<file path="src/rtl/gf_pkg.sv">
// Shared types and constants for the iterative binary-field multiplier.
// Defaults describe the AES field GF(2^8) with x^8+x^4+x^3+x+1.
package gf_pkg;

    localparam int                   AES_WIDTH = 8;
    localparam logic [AES_WIDTH-1:0] AES_POLY  = 8'h1B;

    typedef enum logic [1:0] {
        IDLE = 2'd0,
        BUSY = 2'd1,
        DONE = 2'd2
    } gf_state_e;

    // Ceiling log2, usable in localparam expressions on any toolchain.
    function automatic int clog2(input int value);
        int r;
        r = 0;
        while ((1 << r) < value) begin
            r++;
        end
        return r;
    endfunction

endpackage

</file>
<file path="src/rtl/gf_xtime_step.sv">
// One Horner step of a GF(2^WIDTH) multiply: y = xtime(acc) ^ (b_bit ? a : 0).
// Purely combinational; chained DIGIT times by the multiplier top.
module gf_xtime_step
    import gf_pkg::*;
#(
    parameter int               WIDTH = AES_WIDTH,
    parameter logic [WIDTH-1:0] POLY  = WIDTH'(AES_POLY)
) (
    input  logic [WIDTH-1:0] acc,
    input  logic [WIDTH-1:0] a,
    input  logic             b_bit,
    output logic [WIDTH-1:0] y
);

    logic [WIDTH-1:0] acc_x2;

    always_comb begin
        // Multiply by x, folding the overflowing x^WIDTH term back in as POLY.
        acc_x2 = {acc[WIDTH-2:0], 1'b0} ^ (acc[WIDTH-1] ? POLY : '0);
        y      = acc_x2 ^ (b_bit ? a : '0);
    end

endmodule

</file>
<file path="src/rtl/gf_mult_iter.sv">
// Iterative GF(2^WIDTH) multiplier, DIGIT multiplier bits per cycle, MSB first.
// Latency is fixed at WIDTH/DIGIT cycles regardless of operand values.
module gf_mult_iter
    import gf_pkg::*;
#(
    parameter int               WIDTH = AES_WIDTH,
    parameter logic [WIDTH-1:0] POLY  = WIDTH'(AES_POLY),
    parameter int               DIGIT = 1
) (
    input  logic             clk,
    input  logic             rst,
    input  logic             in_valid,
    output logic             in_ready,
    input  logic [WIDTH-1:0] in1,
    input  logic [WIDTH-1:0] in2,
    output logic             out_valid,
    input  logic             out_ready,
    output logic [WIDTH-1:0] out
);

    localparam int               N        = WIDTH / DIGIT;
    localparam int               CNT_W    = clog2(N + 1);
    localparam logic [CNT_W-1:0] CNT_LAST = CNT_W'(N - 1);

    generate
        if (WIDTH < 2 || DIGIT < 1 || (WIDTH % DIGIT) != 0) begin : g_bad_params
            $error("gf_mult_iter: WIDTH must be >= 2 and a multiple of DIGIT");
        end
    endgenerate

    gf_state_e        state_q, state_d;
    logic [WIDTH-1:0] a_q;
    logic [WIDTH-1:0] b_q;
    logic [WIDTH-1:0] acc_q;
    logic [CNT_W-1:0] cnt_q;
    logic             accept;

    // chain[i] is the accumulator after i Horner steps within this cycle.
    logic [DIGIT:0][WIDTH-1:0] chain;

    assign chain[0] = acc_q;

    generate
        for (genvar i = 0; i < DIGIT; i++) begin : g_step
            gf_xtime_step #(
                .WIDTH (WIDTH),
                .POLY  (POLY)
            ) u_step (
                .acc   (chain[i]),
                .a     (a_q),
                .b_bit (b_q[WIDTH-1-i]),
                .y     (chain[i+1])
            );
        end
    endgenerate

    // NOTE: sequential state is assigned with non-blocking (<=) so every register
    // samples its inputs from before the edge, independent of statement order.
    always_ff @(posedge clk or posedge rst) begin
        if (rst) begin
            state_q <= IDLE;
        end else begin
            state_q <= state_d;
        end
    end

    // NOTE: every output of this block gets a default before the case, so no path
    // leaves a signal unassigned and no latch is inferred.
    always_comb begin
        state_d   = state_q;
        in_ready  = 1'b0;
        out_valid = 1'b0;
        unique case (state_q)
            IDLE: begin
                in_ready = 1'b1;
                if (in_valid) begin
                    state_d = BUSY;
                end
            end
            BUSY: begin
                if (cnt_q == CNT_LAST) begin
                    state_d = DONE;
                end
            end
            DONE: begin
                out_valid = 1'b1;
                // Result transfer and the next accept share this edge.
                in_ready  = out_ready;
                if (out_ready) begin
                    state_d = in_valid ? BUSY : IDLE;
                end
            end
            default: begin
                state_d = IDLE;
            end
        endcase
    end

    assign accept = in_valid && in_ready;

    // NOTE: the datapath registers are reset too, because out must read 0 after
    // reset and an aborted operation must leave no residue behind.
    always_ff @(posedge clk or posedge rst) begin
        if (rst) begin
            a_q   <= '0;
            b_q   <= '0;
            acc_q <= '0;
            cnt_q <= '0;
        end else if (accept) begin
            a_q   <= in2;
            b_q   <= in1;
            acc_q <= '0;
            cnt_q <= '0;
        end else if (state_q == BUSY) begin
            acc_q <= chain[DIGIT];
            b_q   <= b_q << DIGIT;
            cnt_q <= cnt_q + CNT_W'(1);
        end
    end

    assign out = acc_q;

endmodule
</file>
<file path="config.mk">
export PLATFORM = sky130hd
export DESIGN_NAME = gf_mult_iter
export DESIGN_NICKNAME = d
export VERILOG_FILES = /design/src/rtl/gf_pkg.sv /design/src/rtl/gf_xtime_step.sv /design/src/rtl/gf_mult_iter.sv
export SDC_FILE = /design/constraint.sdc
export NUM_CORES = 1
export LEC_CHECK = 0
export CELL_PAD_IN_SITES_DETAIL_PLACEMENT = 1
export CELL_PAD_IN_SITES_GLOBAL_PLACEMENT = 1
export CORE_UTILIZATION = 30
export CTS_CLUSTER_SIZE = 25
export DETAILED_ROUTE_END_ITERATION = 8
export PLACE_DENSITY_LB_ADDON = 0.1
export SLEW_MARGIN = 20
export SYNTH_ARGS = -nofsm -noshare
export SYNTH_HDL_FRONTEND = slang
export SYNTH_SLANG_ARGS = --single-unit
</file>
<file path="constraint.sdc">
create_clock -name clk -period 1.3 [get_ports clk]
set_input_delay 0.26 -clock clk [delete_from_list [all_inputs] [get_ports clk]]
set_output_delay 0.26 -clock clk [all_outputs]
set_load 0.005 [all_outputs]
</file>
# Yosys cells after proc, flatten, opt, wreduce, memory -nomap -nowiden
# Cells that the tools add are included.
[totals]
regBits = 30
input_bits = 20
[op_classes]
n_addsub = 1
n_eq_ne = 6
muxes = 15
bitwise = 2
reduce_logical = 4
[op_table]
columns = ["cell", "n"]
rows = [
  ["two-way mux 8 bit", 5],
  ["bitwise XOR 8 bit", 2],
  ["two-way mux 4 bit", 2],
  ["two-way mux 2 bit", 3],
  ["inequality test 2 bit (second input constant)", 3],
  ["one-hot mux 2 bit (3 select lines)", 1],
  ["two-way mux 5 bit", 1],
  ["adder 4 x 1 -> 4 bit (second input constant)", 1],
  ["equality test 4 x 3 -> 1 bit (second input constant)", 1],
  ["AND reduction 3 bit", 1],
  ["equality test 2 x 1 -> 1 bit (second input constant)", 1],
  ["equality test 2 bit (second input constant)", 1],
  ["logical NOT 2 bit", 1],
  ["two-way mux 1 bit", 2],
  ["one-hot mux 1 bit (2 select lines)", 1],
  ["nonzero test 2 bit", 1],
  ["logical AND 1 bit", 1],
]

# Depth between registers and ports, before layout
[depth]
ltp_word = 5
ltp_mapped = 5
depth_no_buf = 4

# Modules after synthesis
# Synthesis repeated with hierarchy kept, for this count alone.
[unflattened]
cells_unflattened = 148
hier_area_um2 = 1503.9
[modules_own_cells]
columns = ["module", "instances", "cells_per_inst", "area_per_inst_um2", "seq_area_each_um2"]
rows = [
  ["gf_mult_iter", 1, 128, 1372.6, 750.7],
  ["gf_xtime_step", 1, 20, 131.4, 0.0],
]

# Worst setup path before layout
# OpenSTA, ideal clock, no wires.
[synth_timing]
path_type = "register to register"
start = "register state_q[0]"
end = "register a_q[0]"
setup_time_ns = 0.125
arrival_ns = 1.310
t_required_ns = 1.175
setup_slack_ns = -0.135
path_stages_with_launch = 6
path_buffers = 2
cell_sequence = "dfrtp_1 > nand2b_1 > buf_6 > nor2_4 > buf_6 > mux2_4"
[synth_via]
elab_chain_len = 3
word_cells_on_any_way = 4
cone_classes = "eq/ne (1); mux (1); reduce/logical (2)"
[synth_lines]
columns = ["item", "line", "text"]
rows = [
  ["start: declaration", "gf_mult_iter.sv:31", "gf_state_e state_q, state_d;"],
  ["start signal: assignment", "gf_mult_iter.sv:63", "state_q <= state_d;"],
  ["equality test 2 bit / logical NOT 2 bit (equally long branches)", "gf_mult_iter.sv:73", "unique case (state_q)"],
  ["one-hot mux 1 bit (2 select lines) (*)", "gf_mult_iter.sv:73", ""],
  ["logical AND 1 bit (*)", "gf_mult_iter.sv:99", "assign accept = in_valid && in_ready;"],
  ["end signal: assignment", "gf_mult_iter.sv:110", "a_q <= in2;"],
  ["end: declaration", "gf_mult_iter.sv:32", "logic [WIDTH-1:0] a_q;"],
]
# Mark *: on every way between the ends. The rest lies on a longest branch, timed or not.
# A chain may end at the register's enable or synchronous reset.

# Worst setup path after layout
[layout_timing]
start = "register state_q[1]"
end = "register b_q[5]"
[layout_via]
elab_chain_len = 4
word_cells_on_any_way = 7
cone_classes = "eq/ne (2); mux (2); reduce/logical (3)"
[layout_lines]
columns = ["item", "line", "text"]
rows = [
  ["equality test 2 bit / logical NOT 2 bit (equally long branches)", "gf_mult_iter.sv:73", ""],
  ["one-hot mux 1 bit (2 select lines)", "gf_mult_iter.sv:73", ""],
  ["logical AND 1 bit", "gf_mult_iter.sv:99", ""],
  ["two-way mux 8 bit / nonzero test 2 bit (equally long branches)", "--", ""],
  ["end signal: assignment", "gf_mult_iter.sv:111", "b_q <= in1;"],
  ["end signal: assignment", "gf_mult_iter.sv:116", "b_q <= b_q << DIGIT;"],
  ["end: declaration", "gf_mult_iter.sv:33", "logic [WIDTH-1:0] b_q;"],
]
# Several ways; a longest one is shown, not always the timed one.

==> flow_summary.json <==
{
  "gr-max-usage-layer": "met2",
  "start_kind": "flip-flop",
  "globalRouteOverflowTotal": 0,
  "start_util_pct": 31.87,
  "power_mw": 5.955,
  "required_ns": 1.46,
  "grtUsageMet2_pct": 25.48,
  "finalHoldViolCount": 0,
  "clock.fmax_mhz": 695.0,
  "io_pins": 30,
  "clkTransAtPathRegs_ns": 0.07,
  "antenna_found_initial": 0,
  "cts_buffers": 5,
  "power.share.switching_pct": 34.14,
  "grt_use_met3_pct": 4.115,
  "final_cells": 253,
  "clock_skew_ns": 0.008901,
  "h-tree-depth": 2,
  "placementRows": 25,
  "ys.warnings.count": 0,
  "max-vdd-ir-drop_v": 0.0009230,
  "die_h_um": 73.77,
  "ys_types": 27,
  "postCtsHoldBufs": 0,
  "arrival_ns": 1.60,
  "hpwl_mm": 2.499,
  "coreArea_sq_um": 4848,
  "final_area_sq_um": 2400,
  "syn_inst": 127,
  "wl_mm": 3.899,
  "multiInputGateArea_sq_um": 842.1,
  "drt-pass1-iter-count": 4,
  "clock_path_buffers": 2,
  "setup_viol_count_final": 22,
  "crit_slowest_cell": "dfrtp_1",
  "die_w_um": 73.77,
  "p_int_mw": 3.922,
  "finalCritPeriodShare_pct": 110.7,
  "antenna_cells": 0,
  "vias": 1163,
  "critPathKind": "reg -> reg",
  "drt_iter0_markers": 25,
  "fin_nets": 206,
  "synth_largest_area_cell": "dfrtp_1",
  "grt_setup_unrepaired": "yes",
  "netlist_area_sq_um": 1545,
  "clk_latency_ns": 0.28,
  "synth_edf_count": 0,
  "preCtsSetupSlack_ns": -0.4174,
  "ant_nets": 0,
  "place.gp.congestion": 0.7157,
  "clock_power_share_pct": 15.9,
  "pwr-share-seq_pct": 29.7,
  "hold_path_class": "in -> async",
  "synth_top_area_share_pct": 48.58,
  "relSlewSlack_pct": 72.00,
  "synthArstFlopShare_pct": 100.0,
  "status": "complete, but fails checks",
  "finalWorstSetupSlack_ns": -0.1389,
  "cpMostUsedCell": "mux2_4",
  "cts_tree": "built",
  "grt_max_degree": 31,
  "ys_seq_area_share_pct": 48.58,
  "switchingPower_mw": 2.033,
  "endpoint_kind": "flip-flop",
  "drv_slew": 0,
  "drive_above_1_share_pct": 46.24,
  "powerDensity_nw_per_um2": 2482,
  "ys_seq_elements": 30,
  "path_max_fanout": 8,
  "grt_pass1_vias": 1260,
  "synthTopCellsByArea": "dfrtp_1 49%, mux2_4 12%, mux2_2 5.8%, xor2_1 5.1%, buf_6 2.9%",
  "violations": "setup timing",
  "cts.sinks": 30,
  "r2r_cells": 4,
  "drv_cap": 0,
  "worstPathCellList": "buf_6, nand2b_4, mux2_4, mux2_4",
  "placed_cells": 229,
  "place_area_sq_um": 1997,
  "dieArea_sq_um": 5442,
  "regArea_sq_um": 753.2,
  "numPortBuffers": 29,
  "grt_use_total_pct": 15.66,
  "viasPerCell": 4.597,
  "fin_crit_ns": 1.439,
  "wl_per_cell_um": 15.41,
  "fillers": 523,
  "area_growth_syn_to_layout_pct": 55.30,
  "grt_util_met1_pct": 19.86,
  "grt_pass1_wl_mm": 6.244,
  "synth_ff_type": "dfrtp_1",
  "p_leak_nw": 1.092,
  "avgSynthCellArea_sq_um": 12.17,
  "worst_pin_slew_ns": 0.4200,
  "power_frac_comb_pct": 54.5,
  "remaining_drc_errors": 0,
  "crit_path_max_incr_delay_ns": 0.40,
  "clockRootBuffer": "clkbuf_8",
  "worst_hold_slack_ns": 0.3103,
  "syn-num-nets": 148
}
## final cells by class
class	instances	area share (%)
inverter	5	0.7821
sequential	30	31.39
clock inverter	3	1.668
timing repair buffer	60	24.71
multi-input combinational	83	35.09
tap	67	3.493
clock buffer	5	2.868
## path summary, 6_finish.rpt
path                             from         end  slack, ns
max in group asynchronous         rst      b_q[0]       0.80
min reg2reg                    a_q[0]      a_q[0]       0.52
min                               rst  state_q[1]       0.31
max                        state_q[1]      b_q[5]      -0.14
min in group clk            out_ready  state_q[1]       0.40
max reg2reg                state_q[1]      b_q[5]      -0.14
## stage by stage
stage	utilization [%]	setup TNS, ns
after floorplan	-	-1.602
after global placement	41.19	-8.447
after detailed placement	41.19	-9.711
after CTS	46.92	-1.560
after global routing	49.50	-3.111
final	49.50	-1.755
## layer usage
metal	vias to the layer above	wire [um]
met5	-	0
met4	0	61
met3	6	133
met2	23	1855
met1	574	1848
li1	560	-
## critical path: cells and delay by family, from the launching register on
family | cells | cell delay [ns]
multiplexers | 2 | 0.58
flip-flops | 1 | 0.40
buffers and inverters | 1 | 0.13
AND/OR/NAND/NOR | 1 | 0.20
## flip-flops by register name, summed over array words and instances, names as in the netlist
signal / cells
b_q: 8
out: 8
cnt_q: 4
state_q: 2
a_q: 8
## cells in the final DEF (no fill, tap or decap), types with 2 or more instances in the layout
master            n
dfrtp_1          28
mux2_4           20
clkdlybuf4s50_1  18
buf_6            15
buf_4            14
nand2_1           9
xor2_1            9
dlygate4sd2_1     9
nor2_1            5
clkbuf_8          5
inv_1             4
nand2b_4          3
a21oi_1           3
a21oi_2           3
and4_1            3
a211oi_2          3
nor4_2            3
nor2b_4           2
o22ai_1           2
o22ai_4           2
mux2i_1           2
o21ai_1           2
clkinv_2          2
dfrtp_2           2
buf_12            2
## Yosys cell counts, drive strengths merged (2+ instances only)
| master | number |
|---|---|
| a211oi | 3 |
| a21oi | 6 |
| and4 | 3 |
| buf | 7 |
| clkbuf | 2 |
| dfrtp | 30 |
| inv | 5 |
| mux2 | 20 |
| mux2i | 2 |
| nand2 | 10 |
| nand2b | 3 |
| nor2 | 7 |
| nor2b | 2 |
| nor4 | 3 |
| o21ai | 4 |
| o22ai | 5 |
| xor2 | 9 |
## power by group through the flow
stage | sequential (mW) | combinational [mW] | clock [mW]
2_1_floorplan | 1.67 | 1.73 | 0
3_3_place_gp | 1.81 | 2.31 | 0
3_5_place_dp | 1.84 | 2.37 | 0
4_1_cts | 1.77 | 2.89 | 0.977
5_1_grt | 1.84 | 3.50 | 1.00
6_report | 1.77 | 3.24 | 0.945
## logic make-up (layout without fill, tap and decap cells)
kind of cell | count (synthesis) | count (layout) | synth area share (%)
XOR/XNOR | 10 | 10 | 5.668
flip-flops | 30 | 30 | 48.58
multiplexers | 22 | 22 | 18.79
AND/OR/NAND/NOR | 30 | 30 | 12.15
adder cells (fa/ha/maj) | 1 | 1 | 0.8096
AO/OA/AOI/OAI | 20 | 20 | 7.935
buffers and inverters | 14 | 73 | 6.073
## repair_timing
action                                  CTS  global route
setup buffers                            11             4
cloned                                    1             0
endpoints found under the setup margin   33            31
gates resized for setup                  45            24
pin swaps                                 4             6
(Power assumes the default switching activity.)
